===== src/rtl/configf_pkg.sv =====
// Shared types and constants for the serial config-engine command arbiter.
package configf_pkg;

  typedef enum logic [2:0] {
    ST_IDLE  = 3'd0,
    ST_GRANT = 3'd1,
    ST_ISSUE = 3'd2,
    ST_WAIT  = 3'd3,
    ST_GAP   = 3'd4
  } state_t;

  localparam int DEF_GAP_CYCLES     = 8;
  localparam int DEF_TIMEOUT_CYCLES = 1024;
  localparam int ADDR_WR_BIT        = 7;

endpackage


===== src/rtl/configf_rr_pick.sv =====
// Combinational round-robin picker: search starts one above the last-served index.
module configf_rr_pick
  import configf_pkg::*;
#(
  parameter int NUM_REQ = 4,
  parameter int IDX_W   = 2
) (
  input  logic [NUM_REQ-1:0] req,
  input  logic [IDX_W-1:0]   last_idx,
  output logic [NUM_REQ-1:0] win_onehot,
  output logic [IDX_W-1:0]   win_idx,
  output logic               win_vld
);

  int               cand;
  logic [IDX_W-1:0] cand_idx;

  always_comb begin
    win_onehot = '0;
    win_idx    = '0;
    win_vld    = 1'b0;
    cand       = 0;
    cand_idx   = '0;
    for (int i = 1; i <= NUM_REQ; i++) begin
      cand = int'(last_idx) + i;
      if (cand >= NUM_REQ) cand = cand - NUM_REQ;
      cand_idx = IDX_W'(cand);
      if (!win_vld && req[cand_idx]) begin
        win_vld              = 1'b1;
        win_idx              = cand_idx;
        win_onehot[cand_idx] = 1'b1;
      end
    end
  end

endmodule


===== src/rtl/configf_arbiter.sv =====
// Round-robin arbiter serialising requester commands onto one config engine.
// Optional watchdog on the engine response enabled by `define CONFIGF_TIMEOUT_EN.
module configf_arbiter
  import configf_pkg::*;
#(
  parameter int NUM_REQ        = 4,
  parameter int GAP_CYCLES     = DEF_GAP_CYCLES,
  parameter int TIMEOUT_CYCLES = DEF_TIMEOUT_CYCLES
) (
  input  logic                   clk,
  input  logic                   reset,
  input  logic [NUM_REQ-1:0]     req_in,
  input  logic [NUM_REQ*8-1:0]   req_addr_in,
  input  logic [NUM_REQ*16-1:0]  req_data_in,
  output logic [NUM_REQ-1:0]     grant_out,
  output logic [NUM_REQ-1:0]     done_out,
  output logic [NUM_REQ-1:0]     err_out,
  output logic                   entity_cmd_en_out,
  output logic [7:0]             entity_addr_out,
  output logic [15:0]            entity_wrrd_num_out,
  input  logic                   entity_cmd_done_in,
  output logic                   busy_out
);

  localparam int IDX_W = (NUM_REQ > 1) ? $clog2(NUM_REQ) : 1;

  state_t             state;
  logic [IDX_W-1:0]   last_idx;
  logic [IDX_W-1:0]   win_idx;
  logic [NUM_REQ-1:0] win_onehot;
  logic               win_vld;
  logic [7:0]         gap_cnt;
  logic [7:0]         sel_addr;
  logic [15:0]        sel_data;

`ifdef CONFIGF_TIMEOUT_EN
  localparam int TMO_W = $clog2(TIMEOUT_CYCLES + 1);
  logic [TMO_W-1:0]   tmo_cnt;
  logic [NUM_REQ-1:0] err_q;
  assign err_out = err_q;
`else
  logic unused_cfg;
  assign unused_cfg = (TIMEOUT_CYCLES != 0);
  assign err_out    = '0;
`endif

  configf_rr_pick #(
    .NUM_REQ (NUM_REQ),
    .IDX_W   (IDX_W)
  ) u_pick (
    .req        (req_in),
    .last_idx   (last_idx),
    .win_onehot (win_onehot),
    .win_idx    (win_idx),
    .win_vld    (win_vld)
  );

  always_comb begin
    sel_addr = '0;
    sel_data = '0;
    for (int i = 0; i < NUM_REQ; i++) begin
      if (win_onehot[i]) begin
        sel_addr = req_addr_in[i*8 +: 8];
        sel_data = req_data_in[i*16 +: 16];
      end
    end
  end

  assign busy_out = (state != ST_IDLE);

  always_ff @(posedge clk) begin
    if (reset) begin
      state               <= ST_IDLE;
      grant_out           <= '0;
      done_out            <= '0;
      entity_cmd_en_out   <= 1'b0;
      entity_addr_out     <= '0;
      entity_wrrd_num_out <= '0;
      last_idx            <= IDX_W'(NUM_REQ - 1);
      gap_cnt             <= '0;
`ifdef CONFIGF_TIMEOUT_EN
      tmo_cnt             <= '0;
      err_q               <= '0;
`endif
    end else begin
      done_out          <= '0;
      entity_cmd_en_out <= 1'b0;
`ifdef CONFIGF_TIMEOUT_EN
      err_q             <= '0;
`endif
      case (state)
        // Accept: latch the winner so later requester changes cannot leak through
        ST_IDLE: begin
          if (win_vld) begin
            state               <= ST_GRANT;
            grant_out           <= win_onehot;
            last_idx            <= win_idx;
            entity_addr_out     <= sel_addr;
            entity_wrrd_num_out <= sel_data;
          end
        end
        ST_GRANT: begin
          state             <= ST_ISSUE;
          entity_cmd_en_out <= 1'b1;
        end
        ST_ISSUE: begin
          state <= ST_WAIT;
`ifdef CONFIGF_TIMEOUT_EN
          tmo_cnt <= '0;
`endif
        end
        // Done has priority over a watchdog expiry on the same cycle
        ST_WAIT: begin
          if (entity_cmd_done_in) begin
            done_out  <= grant_out;
            grant_out <= '0;
            state     <= ST_GAP;
            gap_cnt   <= 8'(GAP_CYCLES - 1);
          end
`ifdef CONFIGF_TIMEOUT_EN
          else if (tmo_cnt == TMO_W'(TIMEOUT_CYCLES - 1)) begin
            err_q     <= grant_out;
            grant_out <= '0;
            state     <= ST_GAP;
            gap_cnt   <= 8'(GAP_CYCLES - 1);
          end else begin
            tmo_cnt <= tmo_cnt + 1'b1;
          end
`endif
        end
        ST_GAP: begin
          if (gap_cnt == 8'd0) state <= ST_IDLE;
          else                 gap_cnt <= gap_cnt - 8'd1;
        end
        default: state <= ST_IDLE;
      endcase
    end
  end

endmodule


===== config.mk =====
export PLATFORM = sky130hd
export DESIGN_NAME = configf_arbiter
export DESIGN_NICKNAME = d
export VERILOG_FILES = /design/src/rtl/configf_pkg.sv /design/src/rtl/configf_rr_pick.sv /design/src/rtl/configf_arbiter.sv
export SDC_FILE = /design/constraint.sdc
export NUM_CORES = 1
export LEC_CHECK = 0
export BUFFER_PORTS_ARGS = -buffer_cell sky130_fd_sc_hd__buf_2
export CORE_MARGIN = 2
export CORE_UTILIZATION = 42
export CTS_CLUSTER_SIZE = 28
export DETAILED_ROUTE_END_ITERATION = 12
export PLACE_DENSITY_LB_ADDON = 0.15
export SLEW_MARGIN = 40
export SYNTH_ARGS = -nofsm -noshare
export SYNTH_HDL_FRONTEND = slang
export SYNTH_SLANG_ARGS = --single-unit

===== constraint.sdc =====
create_clock -name clk -period 4.3 [get_ports clk]
set_input_delay 0.43 -clock clk [delete_from_list [all_inputs] [get_ports clk]]
set_output_delay 0.43 -clock clk [all_outputs]
set_load 0.02 [all_outputs]

### After elaboration in Yosys (flattened, before gate mapping)

Cells that the tools add are included.

| cells by class | value |
|---|---|
| bitwise logic cells | 5 |
| mux-type cells | 51 |
| $add $sub $neg | 9 |
| reduce and logical (&&, ||, !) cells | 20 |
| magnitude comparators | 12 |
| equal/unequal tests | 8 |

Operators with widths:

| cell | number |
|---|---|
| $mux 16 | 4 |
| $mux 8 | 6 |
| $mux 4 | 6 |
| $mux 2 | 8 |
| $pmux 8 s2 | 1 |
| $pmux 3 s5 | 1 |
| $mux 1 | 13 |
| $lt 2x3->1 const B | 4 |
| $or 4x4->4 | 3 |
| $ge 3x3->1 const B | 3 |
| $mux 3 | 3 |
| $reduce_and 3->1 | 3 |
| $bmux 1 s2 | 4 |
| $demux 1 s2 | 4 |
| $ge 2x1->1 const B | 4 |
| $logic_not 8->1 | 1 |
| $pmux 4 s2 | 1 |
| $sub 2x1->2 const B | 4 |
| $sub 8x1->8 const B | 1 |
| $logic_and 1x1->1 | 7 |
| $add 2x2->3 const B | 2 |
| $eq 3x2->1 const B | 2 |
| $ne 2x2->1 const B | 3 |
| $add 2x3->4 const B | 1 |
| other kinds (12) | 16 |

| storage, ports and cells | value |
|---|---|
| flip-flop bits (word level) | 46 |
| output and inout bits | 38 |
| bits of input ports | 103 |
| word-level logic and storage cells | 113 |

### Depth between registers and ports, before layout

| depth | value |
|---|---|
| depth in word-level cells | 19 |
| depth in mapped cells | 13 |
| mapped depth without buffers | 8 |

### By module

Synthesis repeated with hierarchy kept, for this count alone.

| unflattened totals | value |
|---|---|
| cell total of the unflattened synthesis | 400 |
| area, all modules | 3165.5 um^2 |

By module, submodules not included:

| module | seq. area each (um^2) | area each (um^2) | cells each | times used |
|---|---|---|---|---|
| configf_arbiter | 920.9 | 2640.0 | 332 | 1 |
| configf_rr_pick | 0.0 | 525.5 | 68 | 1 |

### Worst setup path after synthesis

Ideal clock, no wire load.

| timing | value |
|---|---|
| path type | reg-to-reg |
| from | reg last_idx[0] |
| to | reg entity_wrrd_num_out[10] |
| setup slack | 1.166 ns |
| required time | 4.161 ns |
| stages on the path, launching flop included | 14 |
| arrival | 2.995 ns |
| path buffers | 5 |
| period minus slack after synthesis | 3.134 ns |
| path through | dfxtp_1 > buf_6 > inv_1 > ha_1 > clkbuf_1 > mux4_2 > buf_6 > o41a_1 > buf_2 > buf_2 > nor2_1 > nor2_1 > o31ai_1 > a211oi_1 |

| between the ends | value |
|---|---|
| word-level cells in the longest chain between the ends | 19 |
| elaborated cells between the ends (all ways) | 66 |

Ends and longest elaborated chain:

| item | line | text |
|---|---|---|
| start, declared | configf_arbiter.sv:28 | `logic [IDX_W-1:0] last_idx;` |
| start signal, assigned | configf_arbiter.sv:79 | `last_idx <= IDX_W'(NUM_REQ - 1);` |
| start signal, assigned | configf_arbiter.sv:97 | `last_idx <= win_idx;` |
| branches (longest 19 deep; another with $add 2x1->3) | n/a |  |
| end signal, assigned | configf_arbiter.sv:99 | `entity_wrrd_num_out <= sel_data;` |
| end, declared | configf_arbiter.sv:20 | `output logic [15:0] entity_wrrd_num_out,` |

Parallel ways; which one is timed is not known. The select of a mux whose other input is x is not followed.
A chain may end at the register's enable or synchronous reset.

### Final worst setup path

| timing | value |
|---|---|
| from | reg last_idx[1] |
| to | reg entity_addr_out[3] |

| between the ends | value |
|---|---|
| word-level cells in the longest chain between the ends | 19 |
| elaborated cells between the ends (all ways) | 66 |

Ends and longest elaborated chain:

| item | line | text |
|---|---|---|
| branches (longest 19 deep; another with $add 2x1->3) | n/a |  |
| end signal, assigned | configf_arbiter.sv:98 | `entity_addr_out <= sel_addr;` |
| end, declared | configf_arbiter.sv:19 | `output logic [7:0] entity_addr_out,` |

Parallel ways; which one is timed is not known. The select of a mux whose other input is x is not followed.

==> results.py <==
metrics = {
    "clock_network": {
        "cts-buffers-inserted": 5,
        "hold_fix_buffers_cts": 0,
        "cts_root_buf": "sky130_fd_sc_hd__clkbuf_8",
        "cts_max_path_buffers": 2,
        "resized_cells_post_cts": 0,
        "cts_tree": "yes",
        "clock_insertion_delay_worst_skew_ns": 0.30,
        "cts.repair_timing.setup_buffer_count": 0,
        "htree_levels": 2,
        "clock_sink_count": 46,
        "path_clk_slew_ns": 0.09,
    },
    "sta": {
        "fin_setup_tns_ns": 0,
        "max_slew_violation_count": 0,
        "final.setup_skew_ns": 0.00798,
        "achievable-frequency_mhz": 277,
        "timing.final.crit_period_ns": 3.61,
        "timing_worst_slew_pin_value_ns": 0.769,
        "timing.slew.headroom_pct": 48.8,
        "hold_violation_total_from_the_final_report": 0,
        "final_min_period_over_clock_period_pct": 83.8,
        "setup_viol": 0,
        "grt_setup_unrepaired": "no",
    },
    "floorplan": {
        "fp.dieArea_um2": 8910,
        "die_h_um": 94.4,
        "placeableCoreArea_um2": 7810,
        "die-width_um": 94.4,
        "rows": 32,
        "io_pins": 141,
        "start_util_pct": 43.9,
    },
    "routing": {
        "drt_iter0_markers": 132,
        "num_vias": 3597,
        "route.detailed.drc": 0,
        "detail_route.first_pass.iterations": 4,
        "wl_per_cell_um": 16.9,
        "routed_via_density": 5.71,
        "final_antenna_net_count": 0,
        "detail_route.wirelength_mm": 10.7,
    },
    "yosys": {
        "avgSynthCellArea_um2": 8.31,
        "synth_edf_count": 0,
        "post_synthesis_cell_area_um2": 3430,
        "synth_cell_types": 58,
        "ys_ff_latch": 46,
        "sequential_area_share_after_synthesis_pct": 26.8,
        "yosysWarnings": 0,
        "synth_async_sr_flop_share_pct": 0,
        "synthesis.instances": 413,
        "synth-main-ff-cell": "sky130_fd_sc_hd__dfxtp_1",
    },
    "final_layout": {
        "antenna_cells_inserted": 0,
        "area.sequential_um2": 921,
        "final_nets": 640,
        "drive_gt1_share_pct": 35.6,
        "fillerInstances": 782,
        "layout_common_cells": "136 x sky130_fd_sc_hd__buf_2, 62 x sky130_fd_sc_hd__nor2_1, 46 x sky130_fd_sc_hd__dfxtp_1",
        "finish.instance_area_um2": 4240,
        "layout_commonest_cell": "sky130_fd_sc_hd__buf_2",
        "multiInputGateArea_um2": 2260,
        "area_growth_syn_to_layout_pct": 23.5,
        "layout.core_utilization_pct": 54.3,
    },
    "critical_path": {
        "timing.critical_path.slowest_stage_cell": "sky130_fd_sc_hd__dfxtp_1",
        "critical_path_peak_fanout": 14,
        "cp-end-kind": "flip-flop",
        "worstPathCellList": "inv_1 > ha_1 > mux2i_1 > o22ai_1 > a2111oi_4 > o21a_1 > buf_4 > o31ai_1 > a211oi_1",
        "cp.required_ns": 4.51,
        "critPathKind": "reg2reg",
        "worst_setup_path_start_kind": "flip-flop",
        "timing.critical_path.arrival_ns": 3.82,
        "critical_path.max_stage_delay_ns": 0.62,
    },
    "status": {
        "status": "completed",
    },
    "power": {
        "total_leakage_power_nw": 1.80,
        "ir_worst_vdd_mv": 0.476,
        "powerDensity_nw_per_um2": 838,
    },
    "global_route": {
        "first_pass_grt_wire_length_mm": 16.8,
        "globalRoute.totalOverflow": 0,
        "globalRouteTotalUtil_pct": 23.5,
        "grt_pass1_vias": 3502,
        "grt_start_max_net_pins": 52,
        "antenna_violations_before_repair": 0,
    },
    "placed_design": {
        "place_congestion": 0.806,
        "numPortBuffers": 136,
        "dpl-instance-area_um2": 4130,
        "post-dp-hpwl_mm": 7.55,
    },
    "hold_path": {
        "min_delay_worst_type": "in2reg",
    },
    "job": {
        "maxCapViolations": 0,
    },
}
metrics by stage:
| stage | power, mW | hold WS [ns] | std cells | setup WS [ns] |
|---|---|---|---|---|
| 5_1_grt | 3.82 | 0.377 | 630 | 0.426 |
| 4_1_cts | 3.55 | 0.358 | 630 | 0.726 |
| 3_5_place_dp | 3.22 | 0.464 | 622 | 0.765 |
| 6_report | 3.55 | 0.364 | 630 | 0.694 |
| 3_3_place_gp | 3.14 | 0.460 | 620 | 0.859 |
| 2_1_floorplan | 2.60 | 0.443 | 416 | 1.17 |
sequential cells by signal (all words and copies together), names as in the netlist:
| register | count |
|---|---|
| last_idx | 2 |
| entity_cmd_en_out | 1 |
| entity_addr_out | 8 |
| entity_wrrd_num_out | 16 |
| grant_out | 4 |
| done_out | 4 |
| state | 3 |
| gap_cnt | 8 |
cell families (layout without fill, tap and decap cells):
group	Yosys count	in the layout	share of synthesized area [%]
AO/OA/AOI/OAI	114	114	29.6
XOR/XNOR	5	5	1.28
adder cells (fa/ha/maj)	10	10	3.65
buffers and inverters	51	163	8.28
flip-flops	46	46	26.8
multiplexers	10	10	4.52
other	1	4	0.109
AND/OR/NAND/NOR	176	176	25.7
final cells by class:
class / instances / area share (%)
clock buffer: 6 / 1.71
clock inverter: 2 / 0.886
inverter: 9 / 0.797
multi-input combinational: 319 / 53.3
sequential: 46 / 21.7
tap: 102 / 3.01
timing repair buffer: 146 / 18.5
metal layers:
layer	wire length (um)	GRT usage (%)	up-vias
met4	142	5.80	0
li1	-	-	1765
met1	4780	30.7	1691
met5	0	0	-
met2	4940	40.2	128
met3	799	4.31	13
path summary, 6_finish.rpt:
check	from	end	slack, ns	depth (start not counted)
worst min-delay path	req_data_in[11]	entity_wrrd_num_out[11]	0.36	3
worst max register to register	last_idx[1]	entity_addr_out[3]	0.69	9
worst max-delay path	last_idx[1]	entity_addr_out[3]	0.69	9
worst min register to register	gap_cnt[0]	gap_cnt[0]	0.48	1
critical path, delay by kind of cell, from the launching register on:
kind / cells / cell delay [ns]
flops: 1 / 0.62
compound gates: 5 / 1.52
buf+inv: 2 / 0.52
mux: 1 / 0.35
fa+ha+maj: 1 / 0.50
synthesized netlist by cell type (8+ instances only):
master | n | area (um^2)
sky130_fd_sc_hd__nor2b_1 | 27 | 169
sky130_fd_sc_hd__nor4_1 | 25 | 156
sky130_fd_sc_hd__a211oi_2 | 9 | 113
sky130_fd_sc_hd__ha_1 | 10 | 125
sky130_fd_sc_hd__nand2_1 | 31 | 116
sky130_fd_sc_hd__a2111oi_0 | 15 | 131
sky130_fd_sc_hd__dfxtp_1 | 46 | 921
sky130_fd_sc_hd__buf_6 | 8 | 90.1
sky130_fd_sc_hd__a2111oi_2 | 9 | 135
sky130_fd_sc_hd__clkbuf_1 | 17 | 63.8
sky130_fd_sc_hd__a21oi_1 | 8 | 40.0
sky130_fd_sc_hd__o31ai_1 | 24 | 180
sky130_fd_sc_hd__inv_1 | 9 | 33.8
sky130_fd_sc_hd__buf_2 | 11 | 55.1
sky130_fd_sc_hd__a211oi_1 | 19 | 143
sky130_fd_sc_hd__nor2_1 | 62 | 233
power by group:
part | switching [mW] | internal (mW) | total, mW | leakage (nW)
clock | 0.157 | 0.174 | 0.330 | 0.0514
sequential | 0.0940 | 0.544 | 0.639 | 0.378
combinational | 1.63 | 0.955 | 2.58 | 1.37
No activity file was read; power rests on OpenSTA's default activity.
